`src/rtl/alu_op_sequencer.sv`:
```
// alu_op_sequencer: operand-fetch / writeback sequencer placed upstream of a combinational ALU.
// Accepts one request at a time (valid/ready), reads operands from an internal register file,
// drives registered operands/control to the ALU, captures the result and writes it back.
//
// Ports:
//   clk, rst_n                      clock (rising edge), asynchronous active-low reset
//   req_valid/req_ready             request handshake (req_ready is registered)
//   req_op/rs1/rs2/imm_en/imm/rd    request fields, sampled only on acceptance
//   alu_a/alu_b/alu_ctrl            registered ALU operands and ALUControl
//   alu_result                      combinational result returned by the ALU
//   done_valid/done_data/done_err   one-cycle completion pulse, captured result, illegal-op flag
//   cfg_we/cfg_addr/cfg_data        register-file preload port
//   dbg_addr/dbg_data               combinational register-file read port (r0 reads 0)
module alu_op_sequencer #(
  parameter int unsigned WIDTH = 32,
  parameter int unsigned NREG  = 8
) (
  input  logic                     clk,
  input  logic                     rst_n,
  input  logic                     req_valid,
  output logic                     req_ready,
  input  logic [2:0]               req_op,
  input  logic [$clog2(NREG)-1:0]  req_rs1,
  input  logic [$clog2(NREG)-1:0]  req_rs2,
  input  logic                     req_imm_en,
  input  logic [WIDTH-1:0]         req_imm,
  input  logic [$clog2(NREG)-1:0]  req_rd,
  output logic [WIDTH-1:0]         alu_a,
  output logic [WIDTH-1:0]         alu_b,
  output logic [2:0]               alu_ctrl,
  input  logic [WIDTH-1:0]         alu_result,
  output logic                     done_valid,
  output logic [WIDTH-1:0]         done_data,
  output logic                     done_err,
  input  logic                     cfg_we,
  input  logic [$clog2(NREG)-1:0]  cfg_addr,
  input  logic [WIDTH-1:0]         cfg_data,
  input  logic [$clog2(NREG)-1:0]  dbg_addr,
  output logic [WIDTH-1:0]         dbg_data
);

  localparam int unsigned AW = $clog2(NREG);

  typedef enum logic [1:0] {StIdle, StRead, StExec, StWb} state_e;

  state_e           state_q, state_d;
  logic             req_ready_q, req_ready_d;
  logic [2:0]       op_q, op_d;
  logic [AW-1:0]    rs1_q, rs1_d;
  logic [AW-1:0]    rs2_q, rs2_d;
  logic [AW-1:0]    rd_q, rd_d;
  logic             imm_en_q, imm_en_d;
  logic [WIDTH-1:0] imm_q, imm_d;
  logic [WIDTH-1:0] alu_a_q, alu_a_d;
  logic [WIDTH-1:0] alu_b_q, alu_b_d;
  logic [2:0]       alu_ctrl_q, alu_ctrl_d;
  logic             done_valid_q, done_valid_d;
  logic [WIDTH-1:0] done_data_q, done_data_d;
  logic             done_err_q, done_err_d;
  logic [WIDTH-1:0] rf_q [NREG];
  logic [WIDTH-1:0] rf_d [NREG];

  function automatic logic op_legal(input logic [2:0] op);
    case (op)
      3'b000, 3'b001, 3'b010, 3'b011, 3'b101: op_legal = 1'b1;
      default:                                op_legal = 1'b0;
    endcase
  endfunction

  always_comb begin
    state_d      = state_q;
    op_d         = op_q;
    rs1_d        = rs1_q;
    rs2_d        = rs2_q;
    rd_d         = rd_q;
    imm_en_d     = imm_en_q;
    imm_d        = imm_q;
    alu_a_d      = alu_a_q;
    alu_b_d      = alu_b_q;
    alu_ctrl_d   = alu_ctrl_q;
    done_valid_d = 1'b0;
    done_data_d  = done_data_q;
    done_err_d   = done_err_q;
    rf_d         = rf_q;

    unique case (state_q)
      StIdle: begin
        if (req_valid && req_ready_q) begin
          op_d     = req_op;
          rs1_d    = req_rs1;
          rs2_d    = req_rs2;
          rd_d     = req_rd;
          imm_en_d = req_imm_en;
          imm_d    = req_imm;
          state_d  = StRead;
        end
      end
      StRead: begin
        // rf_q is the pre-edge value, so a cfg write on this same edge is not forwarded.
        alu_a_d    = (rs1_q == '0) ? '0 : rf_q[rs1_q];
        alu_b_d    = imm_en_q ? imm_q : ((rs2_q == '0) ? '0 : rf_q[rs2_q]);
        alu_ctrl_d = op_q;
        state_d    = StExec;
      end
      StExec: begin
        done_data_d  = alu_result;
        done_err_d   = ~op_legal(op_q);
        done_valid_d = 1'b1;  // pulse is visible during the WB cycle
        state_d      = StWb;
      end
      StWb: begin
        state_d = StIdle;
      end
      default: begin
        state_d = StIdle;
      end
    endcase

    req_ready_d = (state_d == StIdle);

    if (cfg_we && (cfg_addr != '0)) begin
      rf_d[cfg_addr] = cfg_data;
    end
    // Applied after the cfg write so writeback wins a same-register collision.
    if ((state_q == StWb) && !done_err_q && (rd_q != '0)) begin
      rf_d[rd_q] = done_data_q;
    end
  end

  always_ff @(posedge clk or negedge rst_n) begin
    if (!rst_n) begin
      state_q      <= StIdle;
      req_ready_q  <= 1'b0;
      op_q         <= '0;
      rs1_q        <= '0;
      rs2_q        <= '0;
      rd_q         <= '0;
      imm_en_q     <= 1'b0;
      imm_q        <= '0;
      alu_a_q      <= '0;
      alu_b_q      <= '0;
      alu_ctrl_q   <= '0;
      done_valid_q <= 1'b0;
      done_data_q  <= '0;
      done_err_q   <= 1'b0;
      for (int i = 0; i < NREG; i++) begin
        rf_q[i] <= '0;
      end
    end else begin
      state_q      <= state_d;
      req_ready_q  <= req_ready_d;
      op_q         <= op_d;
      rs1_q        <= rs1_d;
      rs2_q        <= rs2_d;
      rd_q         <= rd_d;
      imm_en_q     <= imm_en_d;
      imm_q        <= imm_d;
      alu_a_q      <= alu_a_d;
      alu_b_q      <= alu_b_d;
      alu_ctrl_q   <= alu_ctrl_d;
      done_valid_q <= done_valid_d;
      done_data_q  <= done_data_d;
      done_err_q   <= done_err_d;
      rf_q         <= rf_d;
    end
  end

  assign req_ready  = req_ready_q;
  assign alu_a      = alu_a_q;
  assign alu_b      = alu_b_q;
  assign alu_ctrl   = alu_ctrl_q;
  assign done_valid = done_valid_q;
  assign done_data  = done_data_q;
  assign done_err   = done_err_q;
  assign dbg_data   = (dbg_addr == '0) ? '0 : rf_q[dbg_addr];

endmodule

```
`config.mk`:
```
export PLATFORM = sky130hd
export DESIGN_NAME = alu_op_sequencer
export DESIGN_NICKNAME = d
export VERILOG_FILES = /design/src/rtl/alu_op_sequencer.sv
export SDC_FILE = /design/constraint.sdc
export NUM_CORES = 1
export LEC_CHECK = 0
export ABC_AREA = 1
export CORE_ASPECT_RATIO = 2
export CORE_MARGIN = 8
export CORE_UTILIZATION = 45
export DETAILED_ROUTE_END_ITERATION = 10
export PLACE_DENSITY = 0.75
export SLEW_MARGIN = 20
export SYNTH_ARGS = -nofsm -noshare
export SYNTH_HDL_FRONTEND = slang
export SYNTH_SLANG_ARGS = --single-unit
```
`constraint.sdc`:
```
create_clock -name clk -period 1.7 [get_ports clk]
set_input_delay 0.17 -clock clk [delete_from_list [all_inputs] [get_ports clk]]
set_output_delay 0.17 -clock clk [all_outputs]
set_load 0.02 [all_outputs]
```
[After elaboration in Yosys (flattened, before gate mapping)]
Cells that the tools add are included.
Word-level totals
  word-level logic and storage cells: 85
  input port bits: 119
  register bits after elaboration: 405
Operators by class
  reduce and logical (&&, ||, !) cells: 17
  order comparisons: 7
  bitwise operators: 6
  equal/unequal tests: 7
  mux-type cells: 26
Operators by type and width (count)
  $bwmux W256: 2
  $mux W256: 2
  $mux W32: 12
  $bmux W32 S3: 3
  $demux W32 S3: 2
  $ge A4 B4 Y1 const B: 5
  $not A3 Y4: 5
  $logic_not A3 Y1: 4
  $lt A4 B1 Y1 const B: 2
  $pmux W2 S4: 1
  $eq A3 B2 Y1 const B: 2
  $logic_and A1 B1 Y1: 6
  $reduce_bool A3 Y1: 2
  $reduce_or A5 Y1: 1
  $eq A2 B2 Y1 const B: 2
  $logic_not A2 Y1: 2
  $eq A3 B1 Y1 const B: 1
  $eq A3 B3 Y1 const B: 1
  $mux W1: 3
  $eq A2 B1 Y1 const B: 1
  $mux W2: 1
  $reduce_and A2 Y1: 1
  $logic_not A1 Y1: 1
  $not A1 Y1: 1

[Depth between registers and ports, before layout]
  depth after elaboration: 9
  mapped depth: 9

[Least setup slack after synthesis]
OpenSTA, ideal clock, no wires.
  kind: register to register
  start point: reg state_q[0]
  end point: reg imm_q[0]
  setup time: 133 ps
  clock period less this slack: 1583 ps
  data arrival time: 1450 ps
  cell stages (with the launch flop): 7
  setup slack: 117 ps
  path buffers: 2
  path through: dfrtp_1 > inv_1 > ha_1 > nand3_1 > buf_2 > clkbuf_1 > a21oi_1
Between the ends
  word-level cells in the longest chain between the ends: 2
Ends and longest elaborated chain
  start: declaration: RTL line 46  | state_e state_q, state_d;
  start signal: assignment: RTL line 132  | state_q <= StIdle;
  start signal: assignment: RTL line 150  | state_q <= state_d;
  $logic_not A2 Y1: RTL line 86  | unique case (state_q)
  $reduce_and A2 Y1 (no source line)
  end signal: assignment: RTL line 157  | imm_q <= imm_d;
  end: declaration: RTL line 53  | logic [WIDTH-1:0] imm_q, imm_d;
No other way between the ends.
A chain may end at the register's enable or synchronous reset.

[Final worst setup path]
  start point: reg rf_q[77] (netlist name)
  end point: out dbg_data[13]
Between the ends
  word-level cells in the longest chain between the ends: 4
Ends and longest elaborated chain
  start: declaration: RTL line 60  | logic [WIDTH-1:0] rf_q [NREG];
  start signal: assignment: RTL line 164  | rf_q <= rf_d;
  $bmux W32 S3: RTL line 175  | assign dbg_data = (dbg_addr == '0) ? '0 : rf_q[dbg_addr];
  $mux W32 (not written as such) (2 in a row): RTL line 175
  $mux W32: RTL line 175
  end: declaration: RTL line 39  | output logic [WIDTH-1:0] dbg_data
No other way between the ends. The select of a mux whose other input is x is not followed.

==> results summary <==
The signed area change from the synthesized netlist to the final layout came out at 37.9%. The number of buffers on the longest clock path is 3. The total CTS buffers came out at 38.

Among all flip-flop cells after synthesis, the most frequent one is dfrtp_1. The power density relative to cell area came out at 1970 nW/um2. The nature of the critical path endpoint is an output pin. The count of input and output buffers came out at 252. The via count came out at 26800. The met2 global-route usage is 54.1%.

The proportion of synthesized flip-flops having asynchronous set or reset came out at 100%. After the first detailed-routing iteration, the DRC count stood at 3201. For the pin with the worst max-slew slack, the measured transition is 0.472 ns. The largest stage delay on the critical path came out at 0.36 ns. The cell count after synthesis came out at 3317.

Yosys mapped a number of flops with a built-in enable equal to 0. By startpoint and endpoint, the worst setup path is classified as flip-flop to output pin. For the worst setup path, the data arrival time is 1.69 ns. The placeable core area is 51500 um2.

The worst max-slew margin expressed relative to the limit is 68.5%. The number of iterations in the first detailed-routing pass is 8. The number of routed nets with antenna violations came out at 0.

The overall power is 0.0635 W. By area the synthesized netlist is led by dfrtp_1 (43%), nand2_1 (15%), o21ai_0 (11%). The number of global-route vias before repair came out at 26300. The global-route wire length before repair is 152 mm. The top cell type by total area after synthesis is dfrtp_1. The HPWL after detailed placement is 66.0 mm. Global routing used 33.1% of the available tracks across all layers. The final core utilization is 62.5%. The number of nets in the layout is 3909. From left edge to right edge, the die measures 177 um. The share of final-layout standard cells stronger than drive strength 1 is 21.6%. The clock transition time at the flip-flop clock pins of the worst setup and hold paths came out at 0.07 ns. The static power due to leakage is 15.6 nW.

The met3 global-route usage came out at 7.33%. The highest clock rate came out at 0.538 GHz. After global routing, the most crowded layer is met2.

The max-slew violation total from the final report is 0. The number of vias per cell after detailed routing is 6.00. Across the VDD grid, the largest voltage drop is 1.13 mV. On the critical path, the stage with the largest delay is an instance of dfrtp_1. The flow ran to the end, but the final reports show violations. On the final layout, the worst clock skew is 0.0200 ns.

Walking the worst path, the cells encountered are inv_1 -> a21oi_1 -> o21ai_0 -> nand3_1 -> and3_4 -> buf_6. Across the run, the number of max-cap violations was 0. TritonCTS built the clock tree.

STA classifies the critical path startpoint as a flip-flop. After synthesis, the most frequently instantiated cells are nand2_1 (959), o21ai_0 (496), dfrtp_1 (405). The setup TNS after final layout came out at -2.94 ns. The remaining global-route overflow came out at 0. The area of the die is 59900 um2.

The critical path required time came out at 1.53 ns. Across all hold checks on the routed design, the worst slack comes to 0.0759 ns. Across all setup checks in the final design, the least slack found is -0.159 ns. The final weighted congestion in routability-driven placement came out at 0.980. The tree is rooted in a clkbuf_16. The cell area after technology mapping is 23400 um2. The clock period minus final worst setup slack is 1.86 ns. The critical path contains buffers and inverters numbering 2 combined. The number of antenna violations at the first check in global routing is 4. Setup repair after global routing could not meet its margin everywhere. Dividing the final minimum period by the clock period gives 109%. The count of warnings emitted by yosys came out at 0. The clock insertion delay at the later pin of the skew report came out at 0.58 ns. The worst setup timing slack at the placement stage is -0.288 ns. Entering global routing, the biggest net connects 73 pins. The top cell type's share of synthesized area is 43.4%. Of all nets on the critical path, the largest fanout is 2. The average cell area after synthesis came out at 7.04 um2. The number of storage elements in the synthesis netlist is 405. After synthesis, flip-flops and latches occupy 43.4% of the total area. The overall routed net length came out at 107 mm. The count of different cell masters after synthesis is 23.

The cell family with the largest share of critical-path delay is flip-flops. The remaining design rule violation count is 0. The routed length per instance came out at 23.9 um. The critical path depth in cells came out at 6. The count of final hold-check violations is 0. The die is 338 um tall. For the worst flop-to-flop path, the logic depth is 9.

Pin placement for this block handled 253 I/O pins. The final reports fail on negative setup slack. The met1 track utilization from global routing is 35.6%. The cell row count is 118.

Among all cell types in the netlist, the one instantiated most often is nand2_1. The clock net in this run drives a total of 405 sinks. The net count after synthesis is 3440.

The initial core utilization came out at 45.3%. The worst min-delay path category is primary input to asynchronous set/reset pin. Setup violations remaining at the end of the flow were counted as 55. CTS built an H-tree with a depth of 2.
==> sequential cells by signal, summed over array words and instances, names as in the netlist <==
register,count
rf_q,256
alu_a,32
alu_b,32
done_data,32
imm_q,32
alu_ctrl,3
op_q,3
rd_q,3
rs1_q,3
rs2_q,3
state_q,2
done_err,1
done_valid,1
imm_en_q,1
req_ready,1
==> stage by stage <==
step / cell area, um2 / instances
CTS: 31100 / 4428
global route: 32200 / 4476
floorplan: 23400 / 3317
global placement: 28600 / 4222
finish: 32200 / 4476
detailed placement: 28600 / 4222
==> cell usage in the layout, fill, tap and decap left out, drive strengths merged, types with 2 or more instances in the layout <==
cell | Yosys | layout
diode | 0 | 2
ha | 4 | 4
nor2 | 69 | 69
o211ai | 143 | 143
o21ai | 505 | 505
buf | 104 | 487
bufinv | 0 | 3
clkdlybuf4s50 | 0 | 115
nand3 | 323 | 323
mux2 | 11 | 11
dlygate4sd2 | 0 | 101
clkinvlp | 0 | 4
a21oi | 286 | 286
nand2 | 963 | 963
dfrtp | 405 | 405
clkinv | 1 | 13
and3 | 31 | 31
clkbuf | 183 | 65
inv | 288 | 284
==> worst paths after layout <==
path                                start       endpoint  slack, ns
min in group clk           alu_result[26]  done_data[26]       0.15
max in group asynchronous           rst_n       imm_q[9]       0.92
min                                 rst_n      rf_q[176]       0.08
max reg2reg                    state_q[0]       rf_q[77]      -0.08
min reg2reg                     rf_q[252]      rf_q[252]       0.38
max                              rf_q[77]   dbg_data[13]      -0.16
==> report_power, final <==
group | total [W] | switching [W] | internal, W
clock | 0.00931 | 0.00410 | 0.00521
sequential | 0.0173 | 0.00323 | 0.0140
combinational | 0.0370 | 0.0218 | 0.0152
total | 0.0635 | 0.0291 | 0.0344
==> area by class of cell <==
type | count | area [um2]
diodes | 2 | 5.00
fillers | 4408 | 19300
clock buffers | 53 | 1150
well taps | 660 | 826
multi-input cells | 2336 | 11600
flip-flops and latches | 405 | 10100
repair buffers | 716 | 7180
inverters | 289 | 1130
clock inverters | 15 | 168
==> cell families (layout without fill, tap and decap cells) <==
family	after synthesis	after routing	share of synthesized area (%)
flops	405	405	43.4
mux	11	11	0.530
simple gates	1387	1387	24.6
buf+inv	576	1073	9.70
fa+ha+maj	4	4	0.214
compound gates	934	934	21.6
other cells	0	2	0
==> worst reg2reg max path, stage by stage (launching register included) <==
cell       delay [ns]
dfrtp_1          0.39
ha_1             0.18
nand2_2          0.11
nor2_4           0.22
nand2_4          0.10
inv_8            0.16
clkbuf_16        0.24
a21oi_1          0.07
o21ai_0          0.08
nand2_1          0.10
==> repair_timing <==
action / 4_1_cts / 5_1_grt
endpoints found under the setup margin: 205 / 159
cloned: 2 / 15
pin swaps: 74 / 71
setup buffers: 135 / 37
endpoints found under the hold margin: 371 / 0
resized for setup: 420 / 183
hold buffers: 1 / 0
==> routing by layer <==
layer  wire length (um)  vias up
met1              34800    12300
met4              11100        4
met3              11800      673
met5                 31        -
li1                   -    11900
met2              49100     1914
(Power assumes the default switching activity.)
